<file path="src/rtl/mux_scan_ctrl.sv">
// Round-robin sampler for an 8:1 mux: steps sel over the enabled channels, waits SETTLE cycles, assembles a word.
// Optional continuous mode: define MUX_SCAN_CONT_EN to rescan with the latched mask after every transfer.
module mux_scan_ctrl #(
  parameter int unsigned SETTLE = 1
) (
  input  logic       clk,
  input  logic       rst_n,
  input  logic       start,
  input  logic [7:0] chan_mask,
  input  logic       mux_o,
  output logic [2:0] sel,
  output logic [7:0] data,
  output logic       valid,
  input  logic       ready,
  output logic       busy
);

  localparam logic [1:0] S_IDLE   = 2'd0;
  localparam logic [1:0] S_SETTLE = 2'd1;
  localparam logic [1:0] S_DONE   = 2'd2;

  logic [1:0] state_q, state_d;
  logic [2:0] sel_q, sel_d;
  logic [3:0] cnt_q, cnt_d;
  logic [7:0] mask_q, mask_d;
  logic [7:0] shadow_q, shadow_d;
  logic [7:0] data_q, data_d;
  logic       valid_q, valid_d;

  // Returns {found, channel}: lowest enabled channel strictly above 'from' (from=-1 gives the lowest overall).
  function automatic logic [3:0] next_chan(input logic [7:0] m, input int from);
    logic [3:0] r;
    r = 4'd0;
    for (int k = 7; k >= 0; k--) begin
      if (m[k] && (k > from)) r = {1'b1, 3'(k)};
    end
    return r;
  endfunction

  logic [3:0] first_new, first_old, higher;

  always_comb begin
    first_new = next_chan(chan_mask, -1);
    first_old = next_chan(mask_q, -1);
    higher    = next_chan(mask_q, int'(sel_q));

    state_d  = state_q;
    sel_d    = sel_q;
    cnt_d    = cnt_q;
    mask_d   = mask_q;
    shadow_d = shadow_q;
    data_d   = data_q;
    valid_d  = valid_q;

    case (state_q)
      S_IDLE: begin
        if (start) begin
          mask_d   = chan_mask;
          shadow_d = 8'h00;
          if (first_new[3]) begin
            sel_d   = first_new[2:0];
            cnt_d   = 4'(SETTLE);
            state_d = S_SETTLE;
          end else begin
            state_d = S_DONE;
          end
        end
      end
      S_SETTLE: begin
        if (cnt_q != 4'd0) begin
          cnt_d = cnt_q - 4'd1;
        end else begin
          shadow_d[sel_q] = mux_o;
          if (higher[3]) begin
            sel_d = higher[2:0];
            cnt_d = 4'(SETTLE);
          end else begin
            data_d  = shadow_d;
            valid_d = 1'b1;
            state_d = S_DONE;
          end
        end
      end
      S_DONE: begin
        // An empty mask arrives here with valid low; publish the cleared shadow one edge later.
        if (!valid_q) begin
          data_d  = shadow_q;
          valid_d = 1'b1;
        end else if (ready) begin
          valid_d = 1'b0;
`ifdef MUX_SCAN_CONT_EN
          shadow_d = 8'h00;
          if (first_old[3]) begin
            sel_d   = first_old[2:0];
            cnt_d   = 4'(SETTLE);
            state_d = S_SETTLE;
          end else begin
            state_d = S_DONE;
          end
`else
          state_d = S_IDLE;
`endif
        end
      end
      default: state_d = S_IDLE;
    endcase
  end

  always_ff @(posedge clk or negedge rst_n) begin
    if (!rst_n) begin
      state_q  <= S_IDLE;
      sel_q    <= 3'd0;
      cnt_q    <= 4'd0;
      mask_q   <= 8'h00;
      shadow_q <= 8'h00;
      data_q   <= 8'h00;
      valid_q  <= 1'b0;
    end else begin
      state_q  <= state_d;
      sel_q    <= sel_d;
      cnt_q    <= cnt_d;
      mask_q   <= mask_d;
      shadow_q <= shadow_d;
      data_q   <= data_d;
      valid_q  <= valid_d;
    end
  end

  assign sel   = sel_q;
  assign data  = data_q;
  assign valid = valid_q;
  assign busy  = (state_q != S_IDLE);

endmodule

</file>
<file path="config.mk">
export PLATFORM = sky130hd
export DESIGN_NAME = mux_scan_ctrl
export DESIGN_NICKNAME = d
export VERILOG_FILES = /design/src/rtl/mux_scan_ctrl.sv
export SDC_FILE = /design/constraint.sdc
export NUM_CORES = 1
export LEC_CHECK = 0
export CORE_AREA = 4 4 54 93
export DETAILED_ROUTE_END_ITERATION = 8
export DIE_AREA = 0 0 58 97
export PLACE_DENSITY = 0.66
export RECOVER_POWER = 50
export SLEW_MARGIN = 25
export SYNTH_ARGS = -nofsm -noshare
export SYNTH_HDL_FRONTEND = slang
export SYNTH_SLANG_ARGS = --single-unit
</file>
<file path="constraint.sdc">
create_clock -name clk -period 2.2 [get_ports clk]
set_input_delay 0.66 -clock clk [delete_from_list [all_inputs] [get_ports clk]]
set_output_delay 0.66 -clock clk [all_outputs]
set_load 0.005 [all_outputs]
</file>
==> impl_metrics.yaml, run 1 <==
clock_network:
  cts_tree: "built"
  cts.reportedPaths.clkPinSlew_ns: 0.07
  cts_sinks: 33
  clock_path_buffers: 2
  cts_inserted_buffers: 5
  cts_htree_levels: 2
  clk_latency_ns: 0.28
  clockRootBuffer: "clkbuf_8"
  post_cts_buffers: 0
global_routing:
  grt_pass1_vias: 1741
  grt_util_all_layers: 0.182
  grt_first_pass_wirelength_um: 8090
  antenna_found_initial: 0
  grt_overflow: 0
  grt_max_degree: 34
logic_synthesis:
  syn-num-nets: 216
  synth_top_area_frac: 0.441
  syn_area_per_cell_um2: 9.22
  ys_types: 47
  synth_commonest_cells: "dfrtp_1, nor2_1, nand2_1, o21ai_0, inv_1"
  syn_inst: 203
  ys.warnings.count: 0
  synth_top_area_cell: "dfrtp_1"
  syn_area_mm2: 0.00187
  synth_edf_count: 0
  yosys.cell_count.top_type: "dfrtp_1"
  synth_area_leaders: "dfrtp_1, mux2_2, o21ai_0"
  ys_ff_latch: 33
  synth_flop_cell: "dfrtp_1"
  seq_area_frac_synth: 0.441
  postSynth.asyncResetShare: 1.00
floorplan:
  num_io_pins: 26
  die_h_um: 97
  die_x_um: 58
  start_util: 0.433
  rows: 32
  dieArea_mm2: 0.00563
  coreArea_mm2: 0.00432
pwr:
  power_density_mw_per_mm2: 1490
  p_int_mw: 2.16
  p_sw_frac: 0.402
  p_seq_frac: 0.311
  combPwrFrac: 0.566
  ir_drop_uv: 748
  p_sw_mw: 1.45
  pwr-share-clk: 0.123
  p_leak_nw: 1.06
timing:
  post-route-period-util: 0.948
  relSlewSlack: 0.415
  slew_violations: 0
  tns_ns: 0
  finalCriticalPeriod_ns: 2.09
  tightest_slew_ns: 0.878
  rsz0062_at_grt: "no"
  fmax_mhz: 479
  skew_ns: 0.00586
  hold_violations: 0
  setup_viol: 0
setup_path:
  cpPeakStageDelay_ns: 0.44
  path_max_fanout: 5
  worstPathCellList: "nor2_1 > inv_1 > clkdlybuf4s50_1"
  cp_top_family: "buffers and inverters"
  rrSetupSlack_ns: 0.19
  crit_arrival_ns: 1.43
  crit_required_ns: 1.54
  worstSetupStartpoint: "state_q[0]"
  cp-start-kind: "register"
  critPathSlowestCell: "clkdlybuf4s50_1"
  r2r_start: "mask_q[3]"
  path_depth: 3
  rr_worst_depth: 5
  worstReg2RegEnd: "data[5]"
  crit_path_end_kind: "output port"
  crit_type: "reg2out"
  path_buf_inv: 2
layout:
  fillers: 421
  final_cell_area_mm2: 0.00243
  fin_cells: 307
  layout.nets: 268
  syn2layout_area_growth_pct: 29.7
  diodes: 0
  layout-drive-gt1-share: 0.203
  utilization: 0.562
min_path:
  hold_path_depth: 2
  whs_endpoint: "mask_q[2]"
  min-delay-start: "mask_q[2]"
  min_path_type: "reg2reg"
placement:
  dp.cells: 299
  hpwl_um: 3590
  io_buffers: 25
  place_area_mm2: 0.00235
  gp_congestion: 0.813
detailed_routing:
  drc_errors: 0
  viasPerCell: 5.65
  num_vias: 1735
  routed_wl_um: 4760
  drt_iter0_markers: 29
  wire_per_inst_um: 15.5
  drt_pass1_iterations: 4
  postRouteAntennaNets: 0
flow_run:
  drv_cap: 0
run_status:
  status: "finished clean"
==> layout by cell type, fill, tap and decap left out, types with 5 or more instances in the layout <==
cell / count
inv_1: 14
nand2_1: 16
mux2_2: 9
o21ai_0: 16
a21oi_1: 10
nand3_1: 9
nor2b_1: 5
nor3_1: 5
clkbuf_8: 5
clkdlybuf4s50_1: 23
dfrtp_1: 31
a221oi_1: 5
buf_4: 26
nor2_1: 21
nor4_1: 6
==> registers in the layout (all words and copies together), names as in the netlist <==
name	cells
data	8
shadow_q	8
mask_q	7
cnt_q	4
sel	3
state_q	2
valid	1
==> logic make-up (layout without fill, tap and decap cells) <==
logic type,after synthesis,after routing,share of synthesized area
compound gates,53,53,0.193
buf+inv,22,75,0.0528
simple gates,82,82,0.238
mux,13,13,0.0755
flops,33,33,0.441
==> final cells by class <==
cell class / count / area [um2] / area share
flip-flops and latches: 33 / 828 / 0.341
repair buffers: 53 / 454 / 0.187
well taps: 51 / 63.8 / 0.0263
clock buffers: 8 / 80.1 / 0.0330
inverters: 14 / 52.6 / 0.0216
multi-input cells: 148 / 950 / 0.391
==> timing repair <==
item,4_1_cts,5_1_grt
resized for setup,0,3
setup endpoints to repair,0,4
hold buffers,0,0
==> power groups by stage <==
stage / logic, mW / registers [mW] / clock network [mW]
2_1_floorplan: 1.29 / 1.07 / 0
3_3_place_gp: 2.03 / 1.12 / 0
3_5_place_dp: 2.06 / 1.13 / 0
4_1_cts: 2.07 / 1.11 / 0.455
5_1_grt: 2.26 / 1.16 / 0.480
6_report: 2.05 / 1.12 / 0.444
==> tightest hold or removal path, cell delays in order (launching register included) <==
cell and delay, ns:
dfrtp_1 0.37, nand2_1 0.05, o21ai_0 0.06
==> layer usage <==
layer,vias to the layer above,part of all wire,GRT usage
met5,-,0,0
met4,0,0.017,0.0804
met3,6,0.033,0.0334
met2,34,0.55,0.320
met1,855,0.40,0.207
li1,840,-,-
==> through the flow <==
stage / power (mW) / hold WS (ns) / setup slack [ns]
after detailed placement: 3.18 / 0.498 / -0.191
after global placement: 3.15 / 0.488 / -0.191
after floorplan: 2.36 / 0.364 / 0.294
final: 3.61 / 0.514 / 0.114
after global routing: 3.90 / 0.547 / 0.0231
after CTS: 3.64 / 0.514 / 0.00949
==> worst max-delay path by stage <==
| stage | endpoint | slack (ns) |
|---|---|---|
| global placement | cnt_q[2] | -0.19 |
| detailed placement | cnt_q[2] | -0.19 |
| CTS | sel[1] | 0.009 |
| floorplan | sel[0] | 0.29 |
| global route | data[0] | 0.02 |
| finish | busy | 0.11 |
Power figures use the tool's default switching activity.
==> run 2: changes to the inputs <==
Settings changed: MAX_ROUTING_LAYER set to met4.
==> impl_metrics.yaml, run 2 (synthesis results as in run 1) <==
run_status:
  status: "finished clean"
global_routing:
  antenna_found_initial: 0
  grt_max_degree: 34
  grt_first_pass_wirelength_um: 8070
  grt_overflow: 0
  grt_util_all_layers: 0.187
  grt_pass1_vias: 1738
setup_path:
  path_max_fanout: 5
  crit_type: "reg2out"
  worstReg2RegEnd: "data[5]"
  rrSetupSlack_ns: 0.18
  r2r_start: "mask_q[3]"
  crit_path_end_kind: "output port"
  crit_required_ns: 1.54
  crit_arrival_ns: 1.43
  rr_worst_depth: 5
  cp-start-kind: "register"
clock_network:
  clockRootBuffer: "clkbuf_8"
  cts_hold_buf: 0
  ctsResizeCount: 0
  clk_latency_ns: 0.28
  cts_sinks: 33
  cts_tree: "built"
  cts_htree_levels: 2
  cts_inserted_buffers: 5
  cts.reportedPaths.clkPinSlew_ns: 0.07
  clock_path_buffers: 2
  post_cts_buffers: 0
detailed_routing:
  postRouteAntennaNets: 0
  drt_iter0_markers: 43
  routed_wl_um: 4760
  drt_pass1_iterations: 4
  viasPerCell: 5.68
  drc_errors: 0
  num_vias: 1744
  wire_per_inst_um: 15.5
floorplan:
  rows: 32
  num_io_pins: 26
  die_x_um: 58
  die_h_um: 97
  dieArea_mm2: 0.00563
  start_util: 0.433
  coreArea_mm2: 0.00432
min_path:
  whs_endpoint: "mask_q[2]"
  min_path_type: "reg2reg"
  hold_path_depth: 2
  min-delay-start: "mask_q[2]"
flow_run:
  drv_cap: 0
placement:
  place_ws_ns: -0.191
  gp_congestion: 0.825
  io_buffers: 25
  hpwl_um: 3590
timing:
  hold_violations: 0
  finalCriticalPeriod_ns: 2.09
  fmax_mhz: 480
  setup_ws_ns: 0.115
  slew_violations: 0
  skew_ns: 0.00499
  rsz0062_at_grt: "no"
  setup_viol: 0
  tightest_slew_ns: 0.883
  post-route-period-util: 0.948
  tns_ns: 0
  relSlewSlack: 0.411
pwr:
  ir_drop_uv: 746
  p_leak_nw: 1.06
  power_density_mw_per_mm2: 1490
layout:
  syn2layout_area_growth_pct: 29.7
  diodes: 0
  layout.nets: 268
  layout_common_cells: "dfrtp_1, buf_4, clkdlybuf4s50_1, nor2_1"
  layout-drive-gt1-share: 0.203
  layout_commonest_cell: "dfrtp_1"
run 2: layer usage:
| metal | GRT usage | wire (um) | vias to the layer above |
|---|---|---|---|
| li1 | - | - | 840 |
| met1 | 0.207 | 1890 | 860 |
| met2 | 0.320 | 2630 | 38 |
| met3 | 0.0320 | 150 | 6 |
| met4 | 0.0804 | 88 | 0 |
| met5 | - | 0 | - |
run 2: how the worst max path moves through the flow:
stage,startpoint,to,depth (start not counted)
after global placement,chan_mask[7],cnt_q[2],7
after CTS,sel[1],sel[1],2
after global routing,mask_q[3],data[0],5
final,state_q[0],busy,3
after detailed placement,chan_mask[7],cnt_q[2],7
after floorplan,sel[0],sel[0],7
run 2: area by class of cell:
class / count / area [um2]
multi-input combinational: 148 / 950
clock buffer: 8 / 80.1
fill: 421 / 1900
inverter: 14 / 52.6
tap: 51 / 63.8
sequential: 33 / 828
timing repair buffer: 53 / 454
run 2: through the flow:
stage	util	hold slack (ns)	power, mW	area [um2]	cells
after floorplan	-	0.364	2.36	1870	203
after global placement	0.543	0.488	3.15	2350	299
after detailed placement	0.543	0.498	3.18	2350	299
after CTS	0.562	0.514	3.64	2430	307
after global routing	0.562	0.547	3.90	2430	307
final	0.562	0.515	3.61	2430	307
run 2: worst max-delay path, cell delays in order (launching register included):
cell and delay (ns):
dfrtp_1 0.42, nor2_1 0.22, inv_1 0.07, clkdlybuf4s50_1 0.44
run 2: power by group:
group          switching (mW)  internal (mW)  total [mW]
combinational           0.989           1.06        2.05
clock                   0.219          0.225       0.444
sequential              0.244          0.878        1.12
total                    1.45           2.16        3.61
==> run 3: changes to the inputs <==
Settings changed: HOLD_SLACK_MARGIN set to 0.1.
==> results of run 3 <==
Final layout, timing and power as in run 2 (identical DEF).
